$ cat src/rtl/sprite_pkg.sv
// Shared encodings and frame-slot helpers for the sprite animation sequencer.
// Frame slots are laid out stand, run, jump back to back in one concatenated ROM.
package sprite_pkg;

   typedef enum logic [1:0] {
      ACT_STAND     = 2'b00,
      ACT_RUN       = 2'b01,
      ACT_JUMP      = 2'b10,
      ACT_STAND_ALT = 2'b11
   } act_e;

   localparam int CS_DIR     = 0;
   localparam int CS_ACT_LSB = 1;
   localparam int CS_ACT_MSB = 2;

   function automatic logic [3:0] act_base(act_e a, int n_stand, int n_run);
      case (a)
         ACT_RUN:  return 4'(n_stand);
         ACT_JUMP: return 4'(n_stand + n_run);
         default:  return 4'd0;
      endcase
   endfunction

   function automatic logic [3:0] act_len(act_e a, int n_stand, int n_run, int n_jump);
      case (a)
         ACT_RUN:  return 4'(n_run);
         ACT_JUMP: return 4'(n_jump);
         default:  return 4'(n_stand);
      endcase
   endfunction

endpackage

$ cat src/rtl/anim_tick_div.sv
// Animation tick divider and per-frame hold counter; pulses advance when a frame's
// hold time expires. Restart clears the hold count and suppresses a coincident advance.
module anim_tick_div #(
   parameter int TICK_DIV   = 6000000,
   parameter int HOLD_TICKS = 4
) (
   input  logic clk,
   input  logic rst,
   input  logic freeze,
   input  logic restart,
   output logic advance
);

   localparam int DW = (TICK_DIV > 1) ? $clog2(TICK_DIV) : 1;
   localparam int HW = (HOLD_TICKS > 1) ? $clog2(HOLD_TICKS) : 1;

   logic [DW-1:0] div_cnt;
   logic [HW-1:0] hold_cnt;
   logic          tick;
   logic          hold_last;

   assign tick      = (div_cnt == DW'(TICK_DIV - 1));
   assign hold_last = (hold_cnt == HW'(HOLD_TICKS - 1));
   assign advance   = tick && !freeze && hold_last && !restart;

   // Divider runs regardless of freeze so the tick phase stays stable.
   always_ff @(posedge clk or posedge rst) begin
      if (rst) begin
         div_cnt  <= '0;
         hold_cnt <= '0;
      end else begin
         div_cnt <= tick ? '0 : div_cnt + 1'b1;
         if (restart)
            hold_cnt <= '0;
         else if (tick && !freeze)
            hold_cnt <= hold_last ? '0 : hold_cnt + 1'b1;
      end
   end

endmodule

$ cat src/rtl/sprite_anim_seq.sv
// Character sprite sequencer: action latch, frame step, vsync-latched display slot,
// and the mirrored ROM address -> pixel pipeline with transparency flag.
module sprite_anim_seq
   import sprite_pkg::*;
#(
   parameter int                 SPR_W      = 47,
   parameter int                 SPR_H      = 64,
   parameter int                 COLOR_W    = 12,
   parameter int                 TICK_DIV   = 6000000,
   parameter int                 HOLD_TICKS = 4,
   parameter int                 N_STAND    = 4,
   parameter int                 N_RUN      = 4,
   parameter int                 N_JUMP     = 1,
   parameter int                 ROM_LAT    = 1,
   parameter logic [COLOR_W-1:0] KEY_COLOR  = '0,
   localparam int XW       = $clog2(SPR_W),
   localparam int YW       = $clog2(SPR_H),
   localparam int FRAME_PX = SPR_W * SPR_H,
   localparam int AW       = $clog2((N_STAND + N_RUN + N_JUMP) * FRAME_PX)
) (
   input  logic               clk,
   input  logic               rst,
   input  logic [2:0]         char_state,
   input  logic               freeze,
   input  logic               vsync_pls,
   input  logic [XW-1:0]      px_x,
   input  logic [YW-1:0]      px_y,
   input  logic               px_valid,
   output logic [AW-1:0]      rom_addr,
   input  logic [COLOR_W-1:0] rom_data,
   output logic [COLOR_W-1:0] pix_out,
   output logic               pix_opaque,
   output logic               pix_valid,
   output logic [3:0]         frame_idx
);

   localparam int STAGES = ROM_LAT + 1;

   logic [1:0]    act_q;
   logic          dir_q;
   logic [3:0]    step_q;
   logic [3:0]    disp_slot;
   logic          disp_dir;
   act_e          act_cur;
   logic [3:0]    step_len;
   logic [3:0]    cur_slot;
   logic          restart;
   logic          advance;
   logic          in_range;
   logic [XW-1:0] xm;
   logic [AW-1:0] addr_nxt;
   logic [STAGES:0] vld_pipe;
   logic [STAGES:0] rng_pipe;

   assign act_cur  = act_e'(act_q);
   assign restart  = (char_state[CS_ACT_MSB:CS_ACT_LSB] != act_q);
   assign step_len = act_len(act_cur, N_STAND, N_RUN, N_JUMP);
   assign cur_slot = act_base(act_cur, N_STAND, N_RUN) + step_q;

   anim_tick_div #(
      .TICK_DIV   (TICK_DIV),
      .HOLD_TICKS (HOLD_TICKS)
   ) u_tick (
      .clk     (clk),
      .rst     (rst),
      .freeze  (freeze),
      .restart (restart),
      .advance (advance)
   );

   // Display slot only moves on vsync so a frame never tears mid-scan.
   always_ff @(posedge clk or posedge rst) begin
      if (rst) begin
         act_q     <= ACT_STAND;
         dir_q     <= 1'b1;
         step_q    <= '0;
         disp_slot <= '0;
         disp_dir  <= 1'b1;
      end else begin
         act_q <= char_state[CS_ACT_MSB:CS_ACT_LSB];
         dir_q <= char_state[CS_DIR];
         if (restart)
            step_q <= '0;
         else if (advance)
            step_q <= (step_q == step_len - 4'd1) ? 4'd0 : step_q + 4'd1;
         if (vsync_pls) begin
            disp_slot <= cur_slot;
            disp_dir  <= dir_q;
         end
      end
   end

   assign frame_idx = disp_slot;

   assign in_range = (32'(px_x) < 32'(SPR_W)) && (32'(px_y) < 32'(SPR_H));
   assign xm       = disp_dir ? px_x : XW'(SPR_W - 1) - px_x;
   assign addr_nxt = AW'(disp_slot) * AW'(FRAME_PX) + AW'(px_y) * AW'(SPR_W) + AW'(xm);

   always_ff @(posedge clk or posedge rst) begin
      if (rst) begin
         rom_addr   <= '0;
         vld_pipe   <= '0;
         rng_pipe   <= '0;
         pix_out    <= '0;
         pix_opaque <= 1'b0;
      end else begin
         if (px_valid && in_range)
            rom_addr <= addr_nxt;
         vld_pipe <= {vld_pipe[STAGES-1:0], px_valid};
         rng_pipe <= {rng_pipe[STAGES-1:0], px_valid && in_range};
         // rom_data belongs to the pixel sitting at stage ROM_LAT this cycle.
         if (vld_pipe[ROM_LAT]) begin
            pix_out    <= rng_pipe[ROM_LAT] ? rom_data : '0;
            pix_opaque <= rng_pipe[ROM_LAT] && (rom_data != KEY_COLOR);
         end
      end
   end

   assign pix_valid = vld_pipe[STAGES];

endmodule

$ cat config.mk
export PLATFORM = sky130hd
export DESIGN_NAME = sprite_anim_seq
export DESIGN_NICKNAME = d
export VERILOG_FILES = /design/src/rtl/sprite_pkg.sv /design/src/rtl/anim_tick_div.sv /design/src/rtl/sprite_anim_seq.sv
export SDC_FILE = /design/constraint.sdc
export NUM_CORES = 1
export LEC_CHECK = 0
export ABC_CLOCK_PERIOD_IN_PS = 9930
export CAP_MARGIN = 25
export CORE_MARGIN = 4
export CORE_UTILIZATION = 50
export DETAILED_ROUTE_END_ITERATION = 6
export GPL_ROUTABILITY_DRIVEN = 0
export PLACE_DENSITY = 0.74
export SYNTH_ARGS = -nofsm -noshare
export SYNTH_HDL_FRONTEND = slang
export SYNTH_SLANG_ARGS = --single-unit
$ cat constraint.sdc
create_clock -name clk -period 9.93 [get_ports clk]
set_clock_uncertainty 0.2 [all_clocks]
set_input_delay 1.4895 -clock clk [delete_from_list [all_inputs] [get_ports clk]]
set_output_delay 1.4895 -clock clk [all_outputs]
set_load 0.02 [all_outputs]
======== Word level (Yosys, flattened, before mapping) ========
Cells that the tools add are included.
W data, S select, Z words.
cells by class
  reduce and logical (&&, ||, !) cells .... 10
  $mul .................................... 2
  muxes and demuxes ....................... 11
  add/sub/neg operators ................... 8
  magnitude comparators ................... 1
  equal/unequal tests ..................... 6
operators by type and width
  operator                 count
  $add A23 B1 Y23 const B  1
  $eq A23 B23 Y1 const B   1
  $mux W23                 1
  $add A15 B12 Y15         1
  $add A15 B6 Y15          1
  $mul A6 B6 Y12 const B   1
  $mux W12                 1
  $mux W4                  3
  $reduce_bool A12 Y1      1
  $mul A4 B6 Y9 const B    1
  $pmux W4 S2              1
  $lt A6 B6 Y1 const B     1
  $mux W2                  3
  $mux W6                  1
  $sub A6 B6 Y6 const A    1
  $logic_and A1 B1 Y1      5
  $add A4 B1 Y4 const B    1
  $add A4 B4 Y4            1
  $eq A2 B2 Y1 const B     2
  $eq A4 B4 Y1             1
  $reduce_bool A2 Y1       2
  $sub A4 B1 Y4 const B    1
  $mux W3                  1
  $add A2 B1 Y2 const B    1
  3 further kinds          4
word-level totals
  bits in registers ....................... 70
  output and inout port bits .............. 33
  bits of input ports ..................... 32
  logic and storage cells ................. 50

======== Depth between registers and ports, before layout ========
  word-level depth ........................ 7
  depth in mapped cells ................... 16
  mapped depth without buffers ............ 16

======== Modules after synthesis ========
Synthesis repeated with hierarchy kept, for this count alone.
unflattened totals
  cell total of the unflattened synthesis .. 495
  area, all modules ....................... 4855.9 µm²
modules (own cells, without submodules)
  module           instances  area an instance (µm²)  cells each  seq. area each (µm²)
  sprite_anim_seq  1          3629.7                  376         1128.6
  anim_tick_div    1          1226.2                  119         625.6

======== Least setup slack after synthesis ========
Ideal clock, no wire load.
  path kind ............................... input port to flip-flop
  start ................................... in px_y[2]
  end ..................................... reg rom_addr[14]
  buffers on the path ..................... 0
  slack ................................... 4.464 ns
  data required time ...................... 9.636 ns
  stages on the path ...................... 13
  arrival ................................. 5.172 ns
  library setup time ...................... 0.094 ns
  cell sequence ........................... ha_1 fa_1 fa_1 inv_1 fa_1 inv_1 ha_1 a21o_1 a221o_1 or3_1 o211a_1 o2111a_1 a211oi_1
on the way
  cells in the longest elaborated chain, start to end .. 3
ends and longest elaborated chain
  element                 line                    source
  start: declaration      sprite_anim_seq.sv:27   input logic [YW-1:0] px_y,
  $mul A6 B6 Y12          sprite_anim_seq.sv:97   assign addr_nxt = AW'(disp_slot) * AW'(FRAME_PX) + AW'(px_y) * AW'(SPR_W) + AW'(xm);
  $add A15 B12 Y15        sprite_anim_seq.sv:97
  $add A15 B6 Y15         sprite_anim_seq.sv:97
  end signal: assignment  sprite_anim_seq.sv:108  rom_addr <= addr_nxt;
  end: declaration        sprite_anim_seq.sv:29   output logic [AW-1:0] rom_addr,
Every way passes these cells.
A chain may end at the register's enable or synchronous reset.

======== Worst setup path after layout ========
  start ................................... in px_y[4]
  end ..................................... reg rom_addr[14]
Same word-level chain as after synthesis.

==> flow_metrics.env <==
export IMPL_cp_buffers_inverters=3
export IMPL_worstPathRequired_ns=9.98
export IMPL_clock_sinks=70
export IMPL_fin_cells=699
export IMPL_port_buffers=64
export IMPL_hold_class="reg -> reg"
export IMPL_vias=3527
export IMPL_dp_hpwl_um=7190
export IMPL_setup_viol=0
export IMPL_yosys_warnings=0
export IMPL_grt_pass1_vias=3469
export IMPL_area_delta_synth_final_pct=20.5
export IMPL_final_nets=671
export IMPL_async_reset_ff_share_pct=100
export IMPL_initial_core_util_pct=51.4
export IMPL_cp_end_kind="register"
export IMPL_place_inst=683
export IMPL_worst_pin_slew_ns=0.833
export IMPL_vias_per_cell=5.05
export IMPL_p_per_area_mw_per_mm2=174
export IMPL_crit_path_max_incr_delay_ns=0.58
export IMPL_critPathLaunch="px_y[4]"
export IMPL_critPathKind="in -> reg"
export IMPL_synthTopCellsByArea="dfrtp_1, ha_1, fa_1, inv_1, xnor2_1"
export IMPL_antenna_found_initial=0
export IMPL_cts_root_buffer="clkbuf_8"
export IMPL_setup_tns_ns=0
export IMPL_period_needed_ns=5.84
export IMPL_rows=35
export IMPL_grt_use_total_pct=16.9
export IMPL_clock_fmax_mhz=171
export IMPL_wl_per_cell_um=12.9
export IMPL_grt_max_degree=71
export IMPL_ir_worst_vdd_mv=0.0826
export IMPL_yosys_register_bits=70
export IMPL_cts_tree="done"
export IMPL_crit_reg2reg_launch="frame_idx[1]$_DFFE_PP0P_"
export IMPL_crit_top_cell="fa_1"
export IMPL_routed_wl_um=9000
export IMPL_htree_levels=3
export IMPL_yosysTopAreaCellShare_pct=35.8
export IMPL_fillers=776
export IMPL_crit_path_max_fanout=5
export IMPL_drt_antenna_violating_nets=0
export IMPL_first_iter_violations=112
export IMPL_yosysUniqueCellTypes=42
export IMPL_cellLeakagePower_nw=2.84
export IMPL_post_cts_buffers=0
export IMPL_slowest_stage="clkdlybuf4s50_1"
export IMPL_status="complete, no violations"
export IMPL_synth_fp_nets=602
export IMPL_hold_buffers=0
export IMPL_synthCells=496
export IMPL_first_pass_iters=4
export IMPL_grt_overflow=0
export IMPL_synthFlopType="dfrtp_1"
export IMPL_remaining_drc_errors=0
export IMPL_diodes=0
export IMPL_cts_path_max_buffers=2
export IMPL_ys_seq_area_share_pct=36.9
export IMPL_syn_area_per_cell_sq_um=9.58
export IMPL_core_sq_mm=0.00924
export IMPL_clk_pin_slew_ns=0.07
export IMPL_ios=65
export IMPL_startpoint_type="primary input"
export IMPL_synth_largest_area_cell="dfrtp_1"
export IMPL_die_h_um=105
export IMPL_hold_path_startpoint="vld_pipe[0]$_DFF_PP0_"
export IMPL_syn_area_sq_mm=0.00475
export IMPL_crit_family="adder cells"
export IMPL_drive_above_1_share_pct=3.86
export IMPL_crit_arrival_ns=5.89
export IMPL_finalHoldViolCount=0
export IMPL_grt_pass1_wl_um=15500
export IMPL_max_cap_violations=0
export IMPL_crit_chain="clkdlybuf4s50_1 > ha_1 > fa_1 > fa_1 > inv_1 > fa_1 > inv_1 > ha_1 > a21o_1 > a221o_1 > or3_1 > o211a_1 > o2111a_1 > a211oi_1"
export IMPL_maxSlewViolCount=0
export IMPL_cts_made_buffers=9
export IMPL_synth_edff_count=0
export IMPL_die_area_sq_mm=0.0111
export IMPL_rsz0062_at_grt="false"
export IMPL_finalCritPeriodShare_pct=58.8
export IMPL_clk_latency_ns=0.34
export IMPL_cts_resized_gates=0
export IMPL_die_width_um=105
export IMPL_slew_headroom_pct=44.5
## area by class of cell
class                           count  area (sq um)  share of cell area [%]
Tap cell                          129           161                    2.82
Clock buffer                       12           155                    2.71
Sequential cell                    70          1750                    30.6
Inverter                           77           289                    5.05
Timing Repair Buffer               65           648                    11.3
Multi-Input combinational cell    342          2680                    46.7
Clock inverter                      4          45.0                   0.786
## cells by family after synthesis
group	count (synthesis)	synth area share, %
and+or+nand+nor	138	13.8
adders and majority gates	74	23.0
buffers and inverters	84	6.79
DFF	70	36.9
AOI/OAI and AO/OA	80	10.2
xor gates and xnor gates	45	8.29
muxes	5	1.11
## Yosys cell counts, drive strengths merged (3+ instances only)
cell    count
nor4        3
nand2      51
nor2       35
a21o        8
o21bai      3
nor2b       5
inv        77
nor3        3
xnor2      30
and3        5
clkbuf      6
ha         52
a211oi      5
fa         22
mux2i       3
o21ai      39
nand3      15
o21a        3
or3         3
a21oi      12
nand4       6
dfrtp      68
xor2       15
## placed cells by master, fill, tap and decap left out, drive strengths merged, types with 22 or more instances in the layout
cell type | Yosys | routed
nand2 | 51 | 51
ha | 52 | 52
clkdlybuf4s50 | 0 | 64
nor2 | 35 | 35
xnor2 | 30 | 30
fa | 22 | 22
inv | 77 | 77
o21ai | 39 | 39
dfrtp | 68 | 68
## metal layers
metal / up-vias / track usage [%] / wire length (um) / part of all wire (%)
li1: 1772 / - / - / -
met1: 1673 / 20.9 / 3940 / 44
met2: 76 / 29.6 / 4540 / 50
met3: 6 / 3.49 / 429 / 4.8
met4: 0 / 5.55 / 95 / 1.1
met5: - / 0 / 0 / 0
## report_power, final
part           switching [mW]  internal (mW)  total [mW]
clock network          0.0981          0.129       0.227
registers              0.0227          0.318       0.341
logic                   0.232          0.198       0.430
total                   0.353          0.645       0.997
## flip-flops by register name, summed over array words and instances (netlist names)
signal and count:
u_tick.div_cnt 23, rom_addr 15, pix_out 12, frame_idx 4, step_q 4, vld_pipe 3
act_cur 2, rng_pipe 2, u_tick.hold_cnt 2, dir_q 1, disp_dir 1, pix_opaque 1
## through the flow
stage | worst slack, ns | hold slack (ns) | util, % | power, mW | area, sq um
5_1_grt | 3.96 | 0.172 | 62.0 | 1.08 | 5730
3_5_place_dp | 3.72 | 0.156 | 59.8 | 0.780 | 5530
6_report | 4.09 | 0.164 | 62.0 | 0.997 | 5730
4_1_cts | 4.08 | 0.168 | 62.0 | 1.01 | 5730
3_3_place_gp | 3.82 | 0.138 | 59.8 | 0.769 | 5530
2_1_floorplan | 4.46 | 0.131 | - | 0.636 | 4750
## path summary, 6_finish.rpt
| kind | end | slack (ns) | cells past startpoint |
|---|---|---|---|
| min in group asynchronous | u_tick.div_cnt[8]$_DFF_PP0_ | 1.53 | 3 |
| max in group asynchronous | rom_addr[12]$_DFFE_PP0P_ | 7.46 | 3 |
| hold reg to reg | vld_pipe[1]$_DFF_PP0_ | 0.16 | 0 |
| setup / recovery | rom_addr[14]$_DFFE_PP0P_ | 4.09 | 14 |
| setup reg to reg | rom_addr[14]$_DFFE_PP0P_ | 4.90 | 15 |
| hold / removal | vld_pipe[1]$_DFF_PP0_ | 0.16 | 0 |
Power figures use the tool's default switching activity.
